**src/rtl/seq_detect_prog_if.sv**
```systemverilog
// Serial-stream and configuration bundle for the programmable pattern detector.
// master drives the stream and the config; slave is the detector.
interface seq_detect_prog_if #(
    parameter int unsigned MAX_LEN = 8,
    parameter int unsigned CNT_W   = 8
);
    localparam int unsigned LEN_W = $clog2(MAX_LEN + 1);

    logic               data;
    logic               data_valid;
    logic               cfg_load;
    logic [MAX_LEN-1:0] cfg_pat;
    logic [LEN_W-1:0]   cfg_len;
    logic               cfg_ovl;
    logic               flag;
    logic [CNT_W-1:0]   match_cnt;
    logic               cfg_err;

    modport master (
        output data, data_valid, cfg_load, cfg_pat, cfg_len, cfg_ovl,
        input  flag, match_cnt, cfg_err
    );

    modport slave (
        input  data, data_valid, cfg_load, cfg_pat, cfg_len, cfg_ovl,
        output flag, match_cnt, cfg_err
    );
endinterface

```
**src/rtl/seq_detect_prog.sv**
```systemverilog
// Programmable serial bit-pattern detector with overlap/non-overlap matching,
// a one-cycle match flag and a saturating match counter.
module seq_detect_prog #(
    parameter int unsigned        MAX_LEN = 8,
    parameter int unsigned        CNT_W   = 8,
    parameter logic [MAX_LEN-1:0] DEF_PAT = MAX_LEN'(8'b0000_1011),
    parameter int unsigned        DEF_LEN = 4,
    parameter bit                 DEF_OVL = 1'b1
) (
    input logic              clk,
    input logic              rst,
    seq_detect_prog_if.slave bus
);
    localparam int unsigned LEN_W = $clog2(MAX_LEN + 1);

    typedef enum logic [0:0] {ACTIVE, CFG_BAD} state_t;

    state_t             state_q, state_d;
    logic [MAX_LEN-1:0] hist_q, hist_d;
    logic [LEN_W-1:0]   fill_q, fill_d;
    logic [MAX_LEN-1:0] pat_q, pat_d;
    logic [LEN_W-1:0]   len_q, len_d;
    logic               ovl_q, ovl_d;
    logic               flag_q, flag_d;
    logic [CNT_W-1:0]   cnt_q, cnt_d;
    logic               err_q, err_d;

    logic [MAX_LEN-1:0] hist_nx_c;
    logic [LEN_W-1:0]   fill_nx_c;
    logic [MAX_LEN-1:0] mask_c;
    logic               legal_c;
    logic               hit_c;

    // Candidate history/fill after accepting the current bit, and the match test on them.
    always_comb begin
        hist_nx_c = {hist_q[MAX_LEN-2:0], bus.data};
        fill_nx_c = (fill_q >= LEN_W'(MAX_LEN)) ? fill_q : fill_q + LEN_W'(1);
        mask_c    = '0;
        for (int unsigned i = 0; i < MAX_LEN; i++) begin
            mask_c[i] = (i < 32'(len_q));
        end
        legal_c = (bus.cfg_len != '0) && (bus.cfg_len <= LEN_W'(MAX_LEN));
        hit_c   = bus.data_valid && (state_q == ACTIVE)
                  && (((hist_nx_c ^ pat_q) & mask_c) == '0)
                  && (fill_nx_c >= len_q);
    end

    // Next-state and datapath update; a config load takes priority over data.
    always_comb begin
        state_d = state_q;
        hist_d  = hist_q;
        fill_d  = fill_q;
        pat_d   = pat_q;
        len_d   = len_q;
        ovl_d   = ovl_q;
        flag_d  = 1'b0;
        cnt_d   = cnt_q;
        err_d   = err_q;

        case (state_q)
            ACTIVE:  if (bus.cfg_load && !legal_c) state_d = CFG_BAD;
            CFG_BAD: if (bus.cfg_load && legal_c)  state_d = ACTIVE;
            default: state_d = ACTIVE;
        endcase

        if (bus.cfg_load) begin
            pat_d  = bus.cfg_pat;
            len_d  = bus.cfg_len;
            ovl_d  = bus.cfg_ovl;
            hist_d = '0;
            fill_d = '0;
            err_d  = !legal_c;
        end else if (bus.data_valid) begin
            hist_d = hist_nx_c;
            fill_d = fill_nx_c;
            if (hit_c) begin
                flag_d = 1'b1;
                if (cnt_q != {CNT_W{1'b1}}) cnt_d = cnt_q + CNT_W'(1);
                // Non-overlap: the matching bit is consumed, so restart the fill.
                if (!ovl_q) fill_d = '0;
            end
        end
    end

    always_ff @(posedge clk or posedge rst) begin
        if (rst) begin
            state_q <= ACTIVE;
            hist_q  <= '0;
            fill_q  <= '0;
            pat_q   <= DEF_PAT;
            len_q   <= LEN_W'(DEF_LEN);
            ovl_q   <= DEF_OVL;
            flag_q  <= 1'b0;
            cnt_q   <= '0;
            err_q   <= 1'b0;
        end else begin
            state_q <= state_d;
            hist_q  <= hist_d;
            fill_q  <= fill_d;
            pat_q   <= pat_d;
            len_q   <= len_d;
            ovl_q   <= ovl_d;
            flag_q  <= flag_d;
            cnt_q   <= cnt_d;
            err_q   <= err_d;
        end
    end

    assign bus.flag      = flag_q;
    assign bus.match_cnt = cnt_q;
    assign bus.cfg_err   = err_q;

endmodule

```
**src/flat_wrapper.sv**
```systemverilog
// flat-port wrapper written by rule: the top's interface ports become plain ports
module seq_detect_prog_flat 
#(
    parameter int unsigned        MAX_LEN = 8,
    parameter int unsigned        CNT_W   = 8,
    parameter logic [MAX_LEN-1:0] DEF_PAT = MAX_LEN'(8'b0000_1011),
    parameter int unsigned        DEF_LEN = 4,
    parameter bit                 DEF_OVL = 1'b1
)
  (clk, rst, bus_data, bus_data_valid, bus_cfg_load, bus_cfg_pat, bus_cfg_len, bus_cfg_ovl, bus_flag, bus_match_cnt, bus_cfg_err);
  seq_detect_prog_if #(.MAX_LEN(MAX_LEN), .CNT_W(CNT_W)) bus_i ();
  input logic clk;
  input logic rst;
  input wire logic [$bits(bus_i.data)-1:0] bus_data;
  input wire logic [$bits(bus_i.data_valid)-1:0] bus_data_valid;
  input wire logic [$bits(bus_i.cfg_load)-1:0] bus_cfg_load;
  input wire logic [$bits(bus_i.cfg_pat)-1:0] bus_cfg_pat;
  input wire logic [$bits(bus_i.cfg_len)-1:0] bus_cfg_len;
  input wire logic [$bits(bus_i.cfg_ovl)-1:0] bus_cfg_ovl;
  output wire logic [$bits(bus_i.flag)-1:0] bus_flag;
  output wire logic [$bits(bus_i.match_cnt)-1:0] bus_match_cnt;
  output wire logic [$bits(bus_i.cfg_err)-1:0] bus_cfg_err;
  assign bus_i.data = bus_data;
  assign bus_i.data_valid = bus_data_valid;
  assign bus_i.cfg_load = bus_cfg_load;
  assign bus_i.cfg_pat = bus_cfg_pat;
  assign bus_i.cfg_len = bus_cfg_len;
  assign bus_i.cfg_ovl = bus_cfg_ovl;
  assign bus_flag = bus_i.flag;
  assign bus_match_cnt = bus_i.match_cnt;
  assign bus_cfg_err = bus_i.cfg_err;
  seq_detect_prog #(.MAX_LEN(MAX_LEN), .CNT_W(CNT_W), .DEF_PAT(DEF_PAT), .DEF_LEN(DEF_LEN), .DEF_OVL(DEF_OVL)) u_core (.clk(clk), .rst(rst), .bus(bus_i));
endmodule
```
**config.mk**
```make
export PLATFORM = sky130hd
export DESIGN_NAME = seq_detect_prog_flat
export DESIGN_NICKNAME = d
export VERILOG_FILES = /design/src/rtl/seq_detect_prog_if.sv /design/src/rtl/seq_detect_prog.sv /design/src/flat_wrapper.sv
export SDC_FILE = /design/constraint.sdc
export NUM_CORES = 1
export LEC_CHECK = 0
export ABC_CLOCK_PERIOD_IN_PS = 3100
export CAP_MARGIN = 20
export CORE_AREA = 2 2 73 75
export DETAILED_ROUTE_END_ITERATION = 8
export DIE_AREA = 0 0 75 77
export GPL_ROUTABILITY_DRIVEN = 0
export GPL_TIMING_DRIVEN = 0
export PLACE_DENSITY_LB_ADDON = 0.1
export SLEW_MARGIN = 25
export SYNTH_ARGS = -nofsm -noshare
export SYNTH_HDL_FRONTEND = slang
export SYNTH_SLANG_ARGS = --single-unit
```
**constraint.sdc**
```tcl
create_clock -name clk -period 3.1 [get_ports clk]
set_clock_uncertainty 0.2 [all_clocks]
set_input_delay 0.62 -clock clk [delete_from_list [all_inputs] [get_ports clk]]
set_output_delay 0.62 -clock clk [all_outputs]
set_load 0.01 [all_outputs]
```
==> impl_metrics.csv <==
group,metric,value,unit
yosys,synthAdderAreaFrac,4.765,%
status,outcome,"finished, final reports clean",
sta,setup_viol,0,
clocking,tritoncts,"built",
worst_setup_path,arrival,2900,ps
yosys,synth_top_family_by_area,"simple AND/OR/NAND/NOR gates",
detailed_routing,via_count,1295,
floorplanning,die_h,77,um
layout,final_nets,217,
clocking,cts_made_buffers,5,
detailed_routing,wl_per_cell,14.17,um
global_routing,grt-ovfl-total,0,
worst_setup_path,r2r_start,"u_core.fill_q[0]$_DFFE_PP0P_",
placement,port_buffers,26,
detailed_routing,drtPass1Iterations,4,
detailed_routing,postRouteAntennaNets,0,
clocking,postCtsSetupBuffers,0,
detailed_routing,routed_wl,3.728,mm
yosys,synth_area_per_cell,11.56,sq um
sta,tns,0,ps
floorplanning,coreArea,4977,sq um
worst_setup_path,critPathRequiredTime,3070,ps
sta,period_share,94.55,%
placement,hpwl,2.732,mm
layout,finalNonFillerCells,263,
floorplanning,die_w,75,um
yosys,synth.cell_area,1838,sq um
yosys,synth-main-ff-cell,"dfrtp_1",
worst_setup_path,worstRegToRegCells,8,
placement,dpl.cell_count,255,
yosys,synth_seq_area_share,46.63,%
worst_setup_path,r2r_slack,170,ps
yosys,yosysMostFrequentCell,"dfrtp_1",
sta,worst_pin_slew,705.7,ps
floorplanning,pin_count,28,
yosys,synth_top_area_share,39.48,%
worst_setup_path,timing.rr.end,"u_core.bus.match_cnt[6]$_DFFE_PP0P_",
yosys,synthDistinctLibCells,41,
global_routing,grt_first_pass_wirelength,6.492,mm
clocking,clk_pin_slew,70,ps
global_routing,grt_max_degree,35,
yosys,yosys.area_share.simple,17.22,%
worst_hold_path,hold_depth,1,
global_routing,grt_util_all_layers,14.92,%
power,power_density,431.1,nW/um^2
layout,antennaDiodeCount,0,
sta,min_period,2931,ps
clocking,clk_latency,280,ps
yosys,synth-edff-count,0,
detailed_routing,drc,0,
worst_hold_path,min_path_type,"reg2reg",
clocking,root_buffer,"clkbuf_8",
yosys,synth_commonest_cells,"29 x dfrtp_1, 13 x mux2_2, 10 x xor2_1",
clocking,clock-sinks,34,
clocking,clockBufferDepth,2,
worst_setup_path,cp_max_fo,7,
yosys,synth_compound_area_share,8.169,%
floorplanning,die_area,5775,sq um
yosys,ys_seq_elements,34,
detailed_routing,drtIter0Drc,61,
detailed_routing,via_per_inst,4.924,
clocking,cts-hold-fix-buffers,0,
yosys,synthArstFlopShare,100.0,%
flow_run,max_cap_violations,0,
yosys,synth_area_leader_cell,"dfrtp_1",
layout,drive_above_1_share,21.24,%
global_routing,grt_pass1_vias,1383,
clocking,htreeDepth,2,
yosys,synth.area.top_cells,"dfrtp_1 39%, mux2_2 8.0%, dfstp_2 7.1%",
sta,maxSlewHeadroom,52.89,%
yosys,yosys_warnings,0,
power,p_leak,0.9818,nW
sta,hold_viol_final,0,
sta,max_freq,341.2,MHz
floorplanning,initial_core_util,36.93,%
yosys,synth_xor_xnor_area_share,8.101,%
worst_setup_path,path_class,"reg2reg",
yosys,muxShareOfSynthArea,11.78,%
power,ir_drop,0.0003064,V
floorplanning,num_rows,26,
yosys,syn_inst,159,
yosys,syn_nets,184,
global_routing,antenna_found_initial,0,
sta,drv_slew,0,
worst_hold_path,holdPathEnd,"u_core.bus.match_cnt[5]$_DFFE_PP0P_",
worst_setup_path,end_kind,"flip-flop",
worst_hold_path,hold_path.startpoint,"u_core.bus.match_cnt[5]$_DFFE_PP0P_",
sta,rsz0062_at_grt,"no",
layout,syn2layout_area_growth,24.30,%
worst_setup_path,start_kind,"flip-flop",
[registers in the layout (all words and copies together), names as in the netlist, named ones only]
register and flops:
u_core.hist_q 7, u_core.len_q 4, u_core.pat_q 8, u_core.bus.flag 1, u_core.ovl_q 1, u_core.fill_q 4, u_core.bus.match_cnt 8
[area by class of cell]
cell class,instances,area (sq um)
Multi-Input combinational cell,112,925.9
Inverter,6,22.52
Clock inverter,1,5.005
Sequential cell,34,858.3
Buffer,7,38.79
Fill cell,467,2693
Timing Repair Buffer,26,260.3
Tap cell,70,87.58
Clock buffer,7,86.33
[per-stage QoR]
stage          hold slack (ps)  cell area [sq um]  power [W]  setup slack, ps  utilization (%)
6_report                 293.6               2285  0.0009849            168.8            45.90
5_1_grt                  323.5               2285   0.001044            22.38            45.90
4_1_cts                  307.5               2277   0.001001            38.60            45.75
3_5_place_dp             297.7               2186  0.0006570            49.36            43.92
3_3_place_gp             283.5               2186  0.0006530            107.8            43.92
2_1_floorplan            300.8               1838  0.0005971            258.2                -
[cell usage in the layout, fill, tap and decap left out, types with 2 or more instances in the layout]
cell              n
nand2b_1          7
dfrtp_1          28
nor4_2            6
clkdlybuf4s50_1  26
nand3_1           2
nor3_1            3
mux2_2           13
o21ai_0           3
clkbuf_1          4
nor2_1            9
o311ai_0          3
a31o_2            2
clkbuf_8          6
inv_1             5
dfstp_2           5
nand4_1           3
ha_1              7
mux2i_1           7
xnor2_1           7
and3_1            3
xor2_1           10
a21oi_1           6
nand2_1           6
[metal layers]
layer  track usage [%]  wire (um)  up-vias
met3             3.548        127        7
met2             25.70       1984       24
met1             17.47       1545      632
li1                  -          -      632
met5                 0          0        -
met4             5.536         70        0
[what timing repair did]
action,CTS,global route
endpoints found under the setup margin,0,3
hold endpoints to repair,0,0
gates resized for setup,0,2
[cells by family (layout without fill, tap and decap cells)]
logic type,Yosys count,count (layout)
AO/OA/AOI/OAI,22,22
XOR/XNOR,17,17
adder cells (fa/ha/maj),7,7
buffers and inverters,13,47
flip-flops,34,34
multiplexers,20,20
AND/OR/NAND/NOR,46,46
[worst max path at each step]
stage | from | to | slack (ps) | cells past startpoint
6_report | u_core.fill_q[0]$_DFFE_PP0P_ | u_core.bus.match_cnt[6]$_DFFE_PP0P_ | 170 | 8
2_1_floorplan | u_core.fill_q[0]$_DFFE_PP0P_ | u_core.bus.match_cnt[1]$_DFFE_PP0P_ | 260 | 8
5_1_grt | u_core.fill_q[0]$_DFFE_PP0P_ | u_core.fill_q[1]$_DFFE_PP0P_ | 20 | 9
4_1_cts | u_core.fill_q[0]$_DFFE_PP0P_ | u_core.bus.match_cnt[6]$_DFFE_PP0P_ | 40 | 8
3_3_place_gp | u_core.fill_q[0]$_DFFE_PP0P_ | u_core.bus.match_cnt[6]$_DFFE_PP0P_ | 110 | 8
3_5_place_dp | u_core.fill_q[0]$_DFFE_PP0P_ | u_core.bus.match_cnt[6]$_DFFE_PP0P_ | 50 | 8
[power breakdown]
part,switching [W],leakage [nW],internal [W]
Combinational,0.0000697,0.500,0.0000759
Clock,0.000159,0.0482,0.000179
Sequential,0.0000273,0.434,0.000473
[worst max-delay path, stage by stage (launching register included)]
cell and delay (ps):
dfrtp_2 420, inv_1 60, ha_1 280, mux2_2 290, ha_1 270, a2111oi_0 80, or4_4 590, nor4_2 260
mux2_2 370
(Power assumes the default switching activity.)
